$ cat src/rtl/wb_lsu_master.sv
// wb_lsu_master
//   Wishbone classic-cycle bus master for the core's load/store stage.
//   Handles one request at a time. Slaves are word-addressed and have no
//   byte selects, so byte and halfword stores are done as read-modify-write.
//   Load data is sign- or zero-extended. ERR and RTY terminations are
//   handled, and an access is aborted if the slave does not answer in time.
//
// Ports
//   clk, rst_n          clock (rising edge) and asynchronous active-low reset
//   req_*               request channel; accepted on req_valid & req_ready
//   rsp_valid/rdata/err one-cycle response pulse; there is no backpressure
//   CYC/STB/WE/ADR/DAT_O/CTI_O  Wishbone master outputs
//   DAT_I/ACK/ERR/RTY   Wishbone slave returns
module wb_lsu_master #(
  parameter int TIMEOUT   = 64,
  parameter int MAX_RETRY = 3
) (
  input  logic        clk,
  input  logic        rst_n,
  input  logic        req_valid,
  output logic        req_ready,
  input  logic        req_we,
  input  logic [31:0] req_addr,
  input  logic [31:0] req_wdata,
  input  logic [1:0]  req_size,
  input  logic        req_unsigned,
  output logic        rsp_valid,
  output logic [31:0] rsp_rdata,
  output logic        rsp_err,
  output logic        CYC,
  output logic        STB,
  output logic        WE,
  output logic [31:0] ADR,
  output logic [31:0] DAT_O,
  input  logic [31:0] DAT_I,
  output logic [2:0]  CTI_O,
  input  logic        ACK,
  input  logic        ERR,
  input  logic        RTY
);

  localparam int TW = $clog2(TIMEOUT + 1);
  localparam int RW = $clog2(MAX_RETRY + 2);

  typedef enum logic [1:0] {IDLE, RD, WR, GAP} state_t;

  state_t          state_reg;
  state_t          gap_tgt_reg;   // where GAP goes once the bus is quiet
  logic [1:0]      lane_reg;
  logic [1:0]      size_reg;
  logic            uns_reg;
  logic            we_reg;
  logic [15:0]     wdata_reg;     // sub-word store data kept for the merge
  logic [RW-1:0]   retry_reg;
  logic [TW-1:0]   timer_reg;

  logic            misalign;
  logic [31:0]     shifted;
  logic [31:0]     load_data;
  logic [31:0]     merged;
  logic            timed_out;

  assign CTI_O = 3'b000;

  assign misalign = (req_size == 2'd3) ||
                    (req_size == 2'd1 && req_addr[0]) ||
                    (req_size == 2'd2 && req_addr[1:0] != 2'b00);

  // Move the addressed lane down to bit 0, then extend.
  assign shifted = DAT_I >> {lane_reg, 3'b000};

  always_comb begin
    load_data = DAT_I;
    case (size_reg)
      2'd0:    load_data = uns_reg ? {24'h0, shifted[7:0]}
                                   : {{24{shifted[7]}}, shifted[7:0]};
      2'd1:    load_data = uns_reg ? {16'h0, shifted[15:0]}
                                   : {{16{shifted[15]}}, shifted[15:0]};
      default: load_data = DAT_I;
    endcase
  end

  // Read-modify-write merge: each byte lane takes store data when the
  // request covers it, otherwise keeps the word just read from the slave.
  for (genvar gi = 0; gi < 4; gi++) begin : g_lane
    localparam logic [1:0] LANE = 2'(gi);
    logic       hit;
    logic [7:0] ins;
    assign hit = (size_reg == 2'd0) ? (lane_reg == LANE) :
                 (size_reg == 2'd1) ? (lane_reg[1] == LANE[1]) : 1'b0;
    assign ins = (size_reg == 2'd1 && LANE[0]) ? wdata_reg[15:8] : wdata_reg[7:0];
    assign merged[8*gi +: 8] = hit ? ins : DAT_I[8*gi +: 8];
  end

  assign timed_out = (timer_reg == TW'(TIMEOUT - 1));

  always_ff @(posedge clk or negedge rst_n) begin
    if (!rst_n) begin
      state_reg   <= IDLE;
      gap_tgt_reg <= IDLE;
      lane_reg    <= '0;
      size_reg    <= '0;
      uns_reg     <= 1'b0;
      we_reg      <= 1'b0;
      wdata_reg   <= '0;
      retry_reg   <= '0;
      timer_reg   <= '0;
      req_ready   <= 1'b0;
      rsp_valid   <= 1'b0;
      rsp_err     <= 1'b0;
      rsp_rdata   <= '0;
      CYC         <= 1'b0;
      STB         <= 1'b0;
      WE          <= 1'b0;
      ADR         <= '0;
      DAT_O       <= '0;
    end else begin
      rsp_valid <= 1'b0;
      rsp_err   <= 1'b0;
      rsp_rdata <= '0;

      case (state_reg)
        IDLE: begin
          req_ready <= 1'b1;
          if (req_valid && req_ready) begin
            lane_reg  <= req_addr[1:0];
            size_reg  <= req_size;
            uns_reg   <= req_unsigned;
            we_reg    <= req_we;
            wdata_reg <= req_wdata[15:0];
            ADR       <= {req_addr[31:2], 2'b00};
            retry_reg <= '0;
            timer_reg <= '0;
            if (misalign) begin
              // Rejected without touching the bus; stay ready.
              rsp_valid <= 1'b1;
              rsp_err   <= 1'b1;
            end else if (req_we && req_size == 2'd2) begin
              state_reg <= WR;
              req_ready <= 1'b0;
              CYC       <= 1'b1;
              STB       <= 1'b1;
              WE        <= 1'b1;
              DAT_O     <= req_wdata;
            end else begin
              state_reg <= RD;
              req_ready <= 1'b0;
              CYC       <= 1'b1;
              STB       <= 1'b1;
              WE        <= 1'b0;
            end
          end
        end

        RD, WR: begin
          if (ERR || ACK || RTY || timed_out) begin
            CYC         <= 1'b0;
            STB         <= 1'b0;
            WE          <= 1'b0;
            state_reg   <= GAP;
            gap_tgt_reg <= IDLE;
            timer_reg   <= '0;
          end else begin
            timer_reg <= timer_reg + 1'b1;
          end

          // ERR outranks ACK when both arrive together.
          if (ERR) begin
            rsp_valid <= 1'b1;
            rsp_err   <= 1'b1;
          end else if (ACK) begin
            retry_reg <= '0;   // the write phase gets its own retry budget
            if (state_reg == RD && we_reg) begin
              DAT_O       <= merged;
              gap_tgt_reg <= WR;
            end else begin
              rsp_valid <= 1'b1;
              if (state_reg == RD) rsp_rdata <= load_data;
            end
          end else if (RTY) begin
            if (retry_reg == RW'(MAX_RETRY)) begin
              rsp_valid <= 1'b1;
              rsp_err   <= 1'b1;
            end else begin
              retry_reg   <= retry_reg + 1'b1;
              gap_tgt_reg <= state_reg;
            end
          end else if (timed_out) begin
            rsp_valid <= 1'b1;
            rsp_err   <= 1'b1;
          end
        end

        GAP: begin
          // A registered slave keeps its termination up one extra cycle;
          // wait for it to clear so it is not taken as the next answer.
          if (!ACK && !ERR && !RTY) begin
            state_reg <= gap_tgt_reg;
            case (gap_tgt_reg)
              RD: begin
                CYC <= 1'b1;
                STB <= 1'b1;
                WE  <= 1'b0;
              end
              WR: begin
                CYC <= 1'b1;
                STB <= 1'b1;
                WE  <= 1'b1;
              end
              default: req_ready <= 1'b1;
            endcase
          end
        end

        default: state_reg <= IDLE;
      endcase
    end
  end

endmodule

$ cat config.mk
export PLATFORM = sky130hd
export DESIGN_NAME = wb_lsu_master
export DESIGN_NICKNAME = d
export VERILOG_FILES = /design/src/rtl/wb_lsu_master.sv
export SDC_FILE = /design/constraint.sdc
export NUM_CORES = 1
export LEC_CHECK = 0
export CORE_AREA = 2 2 120 122
export DETAILED_ROUTE_END_ITERATION = 8
export DIE_AREA = 0 0 122 124
export PLACE_DENSITY = 0.88
export SYNTH_ARGS = -nofsm -noshare
export SYNTH_HDL_FRONTEND = slang
export SYNTH_SLANG_ARGS = --single-unit
$ cat constraint.sdc
create_clock -name clk -period 4.55 [get_ports clk]
set_clock_uncertainty 0.05 [all_clocks]
set_input_delay 0.455 -clock clk [delete_from_list [all_inputs] [get_ports clk]]
set_output_delay 0.455 -clock clk [all_outputs]
set_load 0.03 [all_outputs]
After elaboration in Yosys (flattened, before gate mapping)
Index checks and enable logic that the tools add are counted.
{ "word_totals": {"in_bits": 106, "register_bits": 135, "output_inout_bits": 105, "wordCells": 154} }
{ "classes": {"add_sub_neg": 2, "n_shift": 1, "mux": 75, "reduce_logical": 31, "bitwise_logic": 1, "eq_ne": 27} }
{ "op_table": {"columns": ["op", "n"], "rows": [
  ["$mux 32", 13],
  ["$pmux 32 s2", 2],
  ["$mux 8", 5],
  ["$shr 32x5->16", 1],
  ["$mux 1", 28],
  ["$mux 2", 11],
  ["$ne 2x2->1 const B", 10],
  ["$mux 3", 5],
  ["$reduce_and 5->1", 3],
  ["$eq 2x2->1 const B", 7],
  ["$mux 7", 2],
  ["$pmux 7 s2", 1],
  ["$eq 2x1->1 const B", 5],
  ["$ne 3x3->1 const B", 3],
  ["$pmux 1 s2", 4],
  ["$add 7x1->7 const B", 1],
  ["$eq 7x6->1 const B", 1],
  ["$logic_and 1x1->1", 7],
  ["$reduce_and 7->1", 1],
  ["$logic_not 2->1", 3],
  ["$pmux 1 s3", 2],
  ["$pmux 2 s3", 1],
  ["$pmux 3 s2", 1],
  ["$reduce_bool 2->1", 3],
  ["other kinds (9)", 17]
]} }

Logic depth before layout (Yosys ltp)
Gate-level depths: netlist (run 1).
{ "logic_depth": {"depth_word": 8, "mapped_depth": 8, "ltp_nobuf": 6} }

Least setup slack after synthesis (run 1)
No wires, ideal clock.
{ "synth_path": {"path_kind": "flip-flop to flip-flop", "start": "reg req_ready", "end": "reg DAT_O[20]", "slack_ns": 2.511, "period_less_slack_ns": 2.039, "stages_incl_launch_ff": 7, "n_path_buf": 2, "arrival_time_ns": 1.864, "required_ns": 4.375, "setup_ns": 0.125, "cell_sequence": "dfrtp_1 nand2_1 o41ai_1 o211a_1 buf_2 buf_2 mux2_2"} }
{ "synth_between": {"elab_chain_cells": 3} }
{ "synth_rtl": {"columns": ["item", "line", "source"], "rows": [
  ["start: declaration", "21", "output logic req_ready,"],
  ["start signal: assignment", "108", "req_ready <= 1'b0;"],
  ["start signal: assignment", "124", "req_ready <= 1'b1;"],
  ["start signal: assignment", "140", "req_ready <= 1'b0;"],
  ["$logic_and 1x1->1", "125", "if (req_valid && req_ready) begin"],
  ["$ne 2x2->1 (no line)", null, null],
  ["$reduce_and 7->1 (no line)", null, null],
  ["end signal: assignment", "144", "DAT_O <= req_wdata;"],
  ["end signal: assignment", "174", "DAT_O <= merged;"],
  ["end: declaration", "34", "output logic [31:0] DAT_O,"]
]} }
No other way between the ends.
A chain may end at the register's enable or synchronous reset.

Final worst setup path (run 1)
{ "layout_path": {"start": "reg state_reg[1]", "end": "reg DAT_O[28]"} }
{ "layout_between": {"elab_chain_cells": 4, "word_cells_on_any_way": 14, "cone_classes": "eq/ne (8); mux (1); reduce/logical (5)"} }
{ "layout_rtl": {"columns": ["item", "line", "source"], "rows": [
  ["start: declaration", "47", "state_t state_reg;"],
  ["start signal: assignment", "198", "state_reg <= gap_tgt_reg;"],
  ["$eq 2x1->1 / $eq 2x2->1 (equally long branches)", "122, 173", null],
  ["$reduce_or 2->1 / $logic_and 1x1->1 (equally long branches)", "122, 173", null],
  ["$ne 2x2->1 (no line) / $reduce_bool 2->1 (equally long branches)", null, null],
  ["$reduce_and 7->1 (no line)", null, null]
]} }
Parallel ways exist; a longest one is shown, timed or not.

==> impl_metrics.toml, run 1 <==
[flow_run]
timing.max_cap.violations = 0

[critical_path]
worstPathCellList = "inv_1, ha_2, buf_4, o211a_1, buf_4, mux2i_1"
cp.required_ns = 4.84
cp_common_cell = "buf_4"
cp_slowest_cell = "o211a_1"
cp-end-kind = "register"
crit_family = "buffers and inverters"
critPathKind = "reg -> reg"
crit_path_start = "state_reg[1]"
regToRegStartpoint = "state_reg[1]"
worst-path-buf-inv = 3
crit_path_max_fanout = 71
startpoint_type = "register"
critPathArrivalTime_ns = 3.35
max_stage_delay_ns = 0.75

[synthesis]
ys_top_cells_by_area = "dfrtp_1, mux2_2, mux2i_1"
ys_warn_count = 0
ys_seq_area_share_pct = 49.13
syn_avg_cell_area_um2 = 10.92
synthDominantCellAreaShare_pct = 49.13
ys_ff_latch = 135
ys_types = 51
synth_area_um2 = 6877
synth_edf_count = 0
syn-instance-count = 630
async_reset_ff_share_pct = 100.0
synthFlopType = "dfrtp_1"
yosysTopAreaCell = "dfrtp_1"

[timing]
hold_viol_final = 0
maxClockFrequency_mhz = 326.5
maxSlewViolCount = 0
fin_tns_setup_ns = 0
rsz0062_at_grt = "false"
setup_violations = 0
worst_slew_pin_slew_ns = 0.9595
slew_headroom_pct = 35.80
fin_crit_sh_pct = 67.31
finalCriticalPeriod_ns = 3.062

[finish]
layout_commonest_cell = "clkdlybuf4s50_1"
area_growth_pct = 39.03
final_area_um2 = 9560
stdcell_count = 1003
layout_common_cells = "clkdlybuf4s50_1, dfrtp_1, mux2_2, inv_1, a31oi_1"
diodes = 0
final_nets = 923
layout-drive-gt1-share_pct = 16.52
reg_top3 = "DAT_O (32), rsp_rdata (32), ADR (30)"

[routing]
dr.pass1.iters = 5
viasPerCell = 5.981
num_vias = 5999
wl_per_cell_um = 20.18
drtAntennaViolNets = 0
totalWireLength_um = 20240
drt_iter0_drc = 535
drc = 0

[global_route]
grt_pass1_vias = 5910
grt_overflow = 0
antenna_found_initial = 1
use_met3_pct = 7.418
grt_pass1_wl_um = 30810
busiest_layer = "met2"
grt_usage_pct = 26.83
grt_start_max_net_pins = 83
met2_usage_pct = 44.66
grtUsageMet1_pct = 32.93

[clock_network]
post_cts_buffers = 0
root_buffer = "clkbuf_16"
clkLatencyLatePin_ns = 0.42
htree_levels = 4
clkTransAtPathRegs_ns = 0.06
clk_path_buf_depth = 2
holdBufCountCts = 0
post_cts_resized = 0
clock_sinks = 135
cts_made_buffers = 17
tritoncts = "yes"

[outcome]
status = "completed"

[floorplanning]
die_h_um = 124
coreArea_um2 = 13720
core.rowCount = 43
die_width_um = 122
start_util_pct = 50.12
pin_count = 211
die_area_um2 = 15130

[power]
leakagePower_nw = 4.192
total_power_w = 0.007361
vdd_drop_max_v = 0.0004461
powerDensity_nw_per_um2 = 769.9

[placement]
placedCellCount = 971
placed_area_um2 = 8979
globalplace.congestion = 0.9594
hpwl_um = 14580
portBuffers = 205

[worst_hold_path]
hold_path_class = "in -> async"
stage by stage:
stage                     hold slack, ns  worst slack [ns]  utilization (%)
final                           0.004790             1.488            69.69
after global routing             0.07224             1.310            69.69
after CTS                        0.04852             1.500            69.69
after detailed placement          0.4415             1.445            65.44
after global placement            0.4265             1.605            65.44
after floorplan                   0.1094             2.511                -
area by class of cell:
class                      count  area [um^2]
fill                         971         4159
sequential                   135         3378
timing repair buffer         212         2106
inverter                      35        131.4
tap                          180        225.2
clock buffer                  19        452.9
clock inverter                13        128.9
multi-input combinational    409         3138
worst paths after layout:
check	endpoint	slack, ns	cells past startpoint
min in group clk	ADR[9]	0.45	1
min	wdata_reg[12]	0.005	1
max in group asynchronous	ADR[9]	3.30	2
max	DAT_O[28]	1.49	6
min reg2reg	ADR[9]	0.45	1
max reg2reg	DAT_O[28]	1.49	6
synth_stat cells (all sizes together), types with 4 or more instances:
library cell and n:
inv 35, a22o 15, clkbuf 36, ha 7
nand2 13, a22oi 15, o2111ai 16, nand3b 9
mux2 82, a21oi 15, a21o 33, nand3 25
dfrtp 135, nor2b 24, nor2 31, buf 19
o21ai 29, mux2i 22, o31ai 4, a31oi 33
metal layers:
layer,routed length [um],vias up
li1,-,2634
met1,7569,2894
met2,9787,399
met3,2120,70
met4,746,2
met5,14,-
where the power goes:
part / internal, W / total [W] / leakage [nW] / switching, W
Clock: 0.000829 / 0.00135 / 0.281 / 0.000521
Sequential: 0.00167 / 0.00204 / 1.69 / 0.000375
Combinational: 0.00172 / 0.00397 / 2.22 / 0.00224
Total: 0.00422 / 0.00736 / 4.19 / 0.00314
cells by family (layout without fill, tap and decap cells):
family          after synthesis  after routing  share of synthesized area, %
compound gates              173            173                         17.58
flops                       135            135                         49.13
simple gates                119            119                         9.443
mux                         105            105                         16.96
buf+inv                      90            279                         5.568
fa+ha+maj                     7              7                         1.274
other cells                   1              5                       0.05453
(Power assumes the default switching activity.)
==> inputs of run 2 (changes only) <==
- CORE_AREA: 2 2 120 122 -> 2 2 130 132
- DIE_AREA: 0 0 122 124 -> 0 0 132 134
- PLACE_DENSITY: 0.88 -> 0.8
- clock period: 4.55 -> 2.8 ns (I/O delays scaled with it)
==> impl_metrics.toml, run 2 (synthesis results as in run 1) <==
[clock_network]
clock_sinks = 135
clkTransAtPathRegs_ns = 0.06
clkLatencyLatePin_ns = 0.41
root_buffer = "clkbuf_16"
htree_levels = 4
tritoncts = "yes"
cts_made_buffers = 17
post_cts_buffers = 0
clk_path_buf_depth = 2

[timing]
rsz0062_at_grt = "false"
slew_headroom_pct = 38.94
maxClockFrequency_mhz = 434.1
worst_slew_pin_slew_ns = 0.9159
setup_violations = 0
hold_viol_final = 0
maxSlewViolCount = 0
finalCriticalPeriod_ns = 2.304
fin_tns_setup_ns = 0
fin_ws_ns = 0.4963
fin_crit_sh_pct = 82.28

[finish]
layout_commonest_cell = "clkdlybuf4s50_1"
layout_common_cells = "clkdlybuf4s50_1, dfrtp_1, mux2_2, inv_1, a31oi_1"
area_growth_pct = 41.87
final_area_um2 = 9756
layout-drive-gt1-share_pct = 17.19
reg_top3 = "DAT_O (32), rsp_rdata (32), ADR (30)"
final_nets = 932

[routing]
viasPerCell = 5.557
drc = 0
drtAntennaViolNets = 0
wl_per_cell_um = 19.36
drt_iter0_drc = 588
totalWireLength_um = 20380
num_vias = 5852
dr.pass1.iters = 7

[outcome]
status = "completed"

[global_route]
grt_pass1_vias = 5853
grt_usage_pct = 22.93
grt_start_max_net_pins = 99
antenna_found_initial = 3
grt_pass1_wl_um = 31840
grt_overflow = 0

[placement]
placed_area_um2 = 9114
portBuffers = 205
hpwl_um = 14800
globalplace.congestion = 0.8898
dp_slack_ns = 0.4433

[critical_path]
startpoint_type = "register"
crit_path_max_fanout = 32
rr_worst_depth = 4
critPathArrivalTime_ns = 2.53
cp.required_ns = 3.03
critPathKind = "reg -> reg"
cp-end-kind = "register"

[power]
leakagePower_nw = 4.260
vdd_drop_max_v = 0.0007520
powerDensity_nw_per_um2 = 1249

[flow_run]
timing.max_cap.violations = 0

[floorplanning]
pin_count = 211
start_util_pct = 42.22
die_width_um = 132
die_area_um2 = 17690
coreArea_um2 = 16290
die_h_um = 134
core.rowCount = 47

[worst_hold_path]
hold_path_class = "in -> reg"
min_delay_path_depth = 2
run 2: cell count changes in the layout (fill, tap and decap cells not counted), sizes merged:
cell,previous run,this run
diode,0,1
clkinv,6,5
dlygate4sd3,0,1
bufinv,2,4
buf,8,16
clkinvlp,4,3
inv,36,37
clkbuf,19,18
run 2: cell type report:
cell class / instances / area, um^2
antenna: 1 / 2.502
clock buffer: 18 / 429.2
clock inverter: 14 / 200.2
fill: 1348 / 6534
inverter: 35 / 131.4
multi-input combinational: 409 / 3138
sequential: 135 / 3378
tap: 220 / 275.3
timing repair buffer: 221 / 2201
run 2: report_power, final:
part | total (W) | switching [W] | internal (W)
combinational | 0.00652 | 0.00364 | 0.00288
clock | 0.00239 | 0.000889 | 0.00150
sequential | 0.00328 | 0.000566 | 0.00271
total | 0.0122 | 0.00509 | 0.00709
run 2: path summary, 6_finish.rpt:
path / from / endpoint / slack [ns]
min in group asynchronous: rst_n / rsp_rdata[9] / 0.50
worst min-delay path: req_addr[4] / ADR[4] / 0.42
worst max-delay path: lane_reg[0] / DAT_O[12] / 0.50
worst max register to register: lane_reg[0] / DAT_O[12] / 0.50
max in group asynchronous: rst_n / timer_reg[2] / 1.48
worst min register to register: timer_reg[1] / timer_reg[1] / 0.44
run 2: worst max-delay path: stages, from the launching register on:
cell and delay [ns]:
dfrtp_1 0.84, or2_2 0.61, o2111ai_1 0.18, a31oi_1 0.34, mux2i_1 0.13
run 2: layer usage:
layer  GRT usage, %  up-vias  wire length (um)  share of wire [%]
met1          30.10     2864              8570                 42
met2          35.71      271              9552                 47
met4          9.058        4               602                3.0
met5              0        -                24               0.12
met3          6.954       46              1633                8.0
li1               -     2667                 -                  -
run 2: per-stage QoR:
stage | power [W] | utilization (%) | hold slack, ns | std cells
4_1_cts | 0.01223 | 59.87 | 0.4053 | 1052
3_3_place_gp | 0.009651 | 55.95 | 0.4012 | 1019
5_1_grt | 0.01285 | 59.87 | 0.4195 | 1052
2_1_floorplan | 0.007589 | - | -0.06559 | 634
6_report | 0.01219 | 59.89 | 0.4228 | 1053
3_5_place_dp | 0.009784 | 55.95 | 0.3994 | 1019
run 2: timing repair:
item                                    4_1_cts  5_1_grt
hold endpoints to repair                     97        0
hold buffers                                  1        0
gates resized for setup                       0        0
endpoints found under the setup margin        0        0
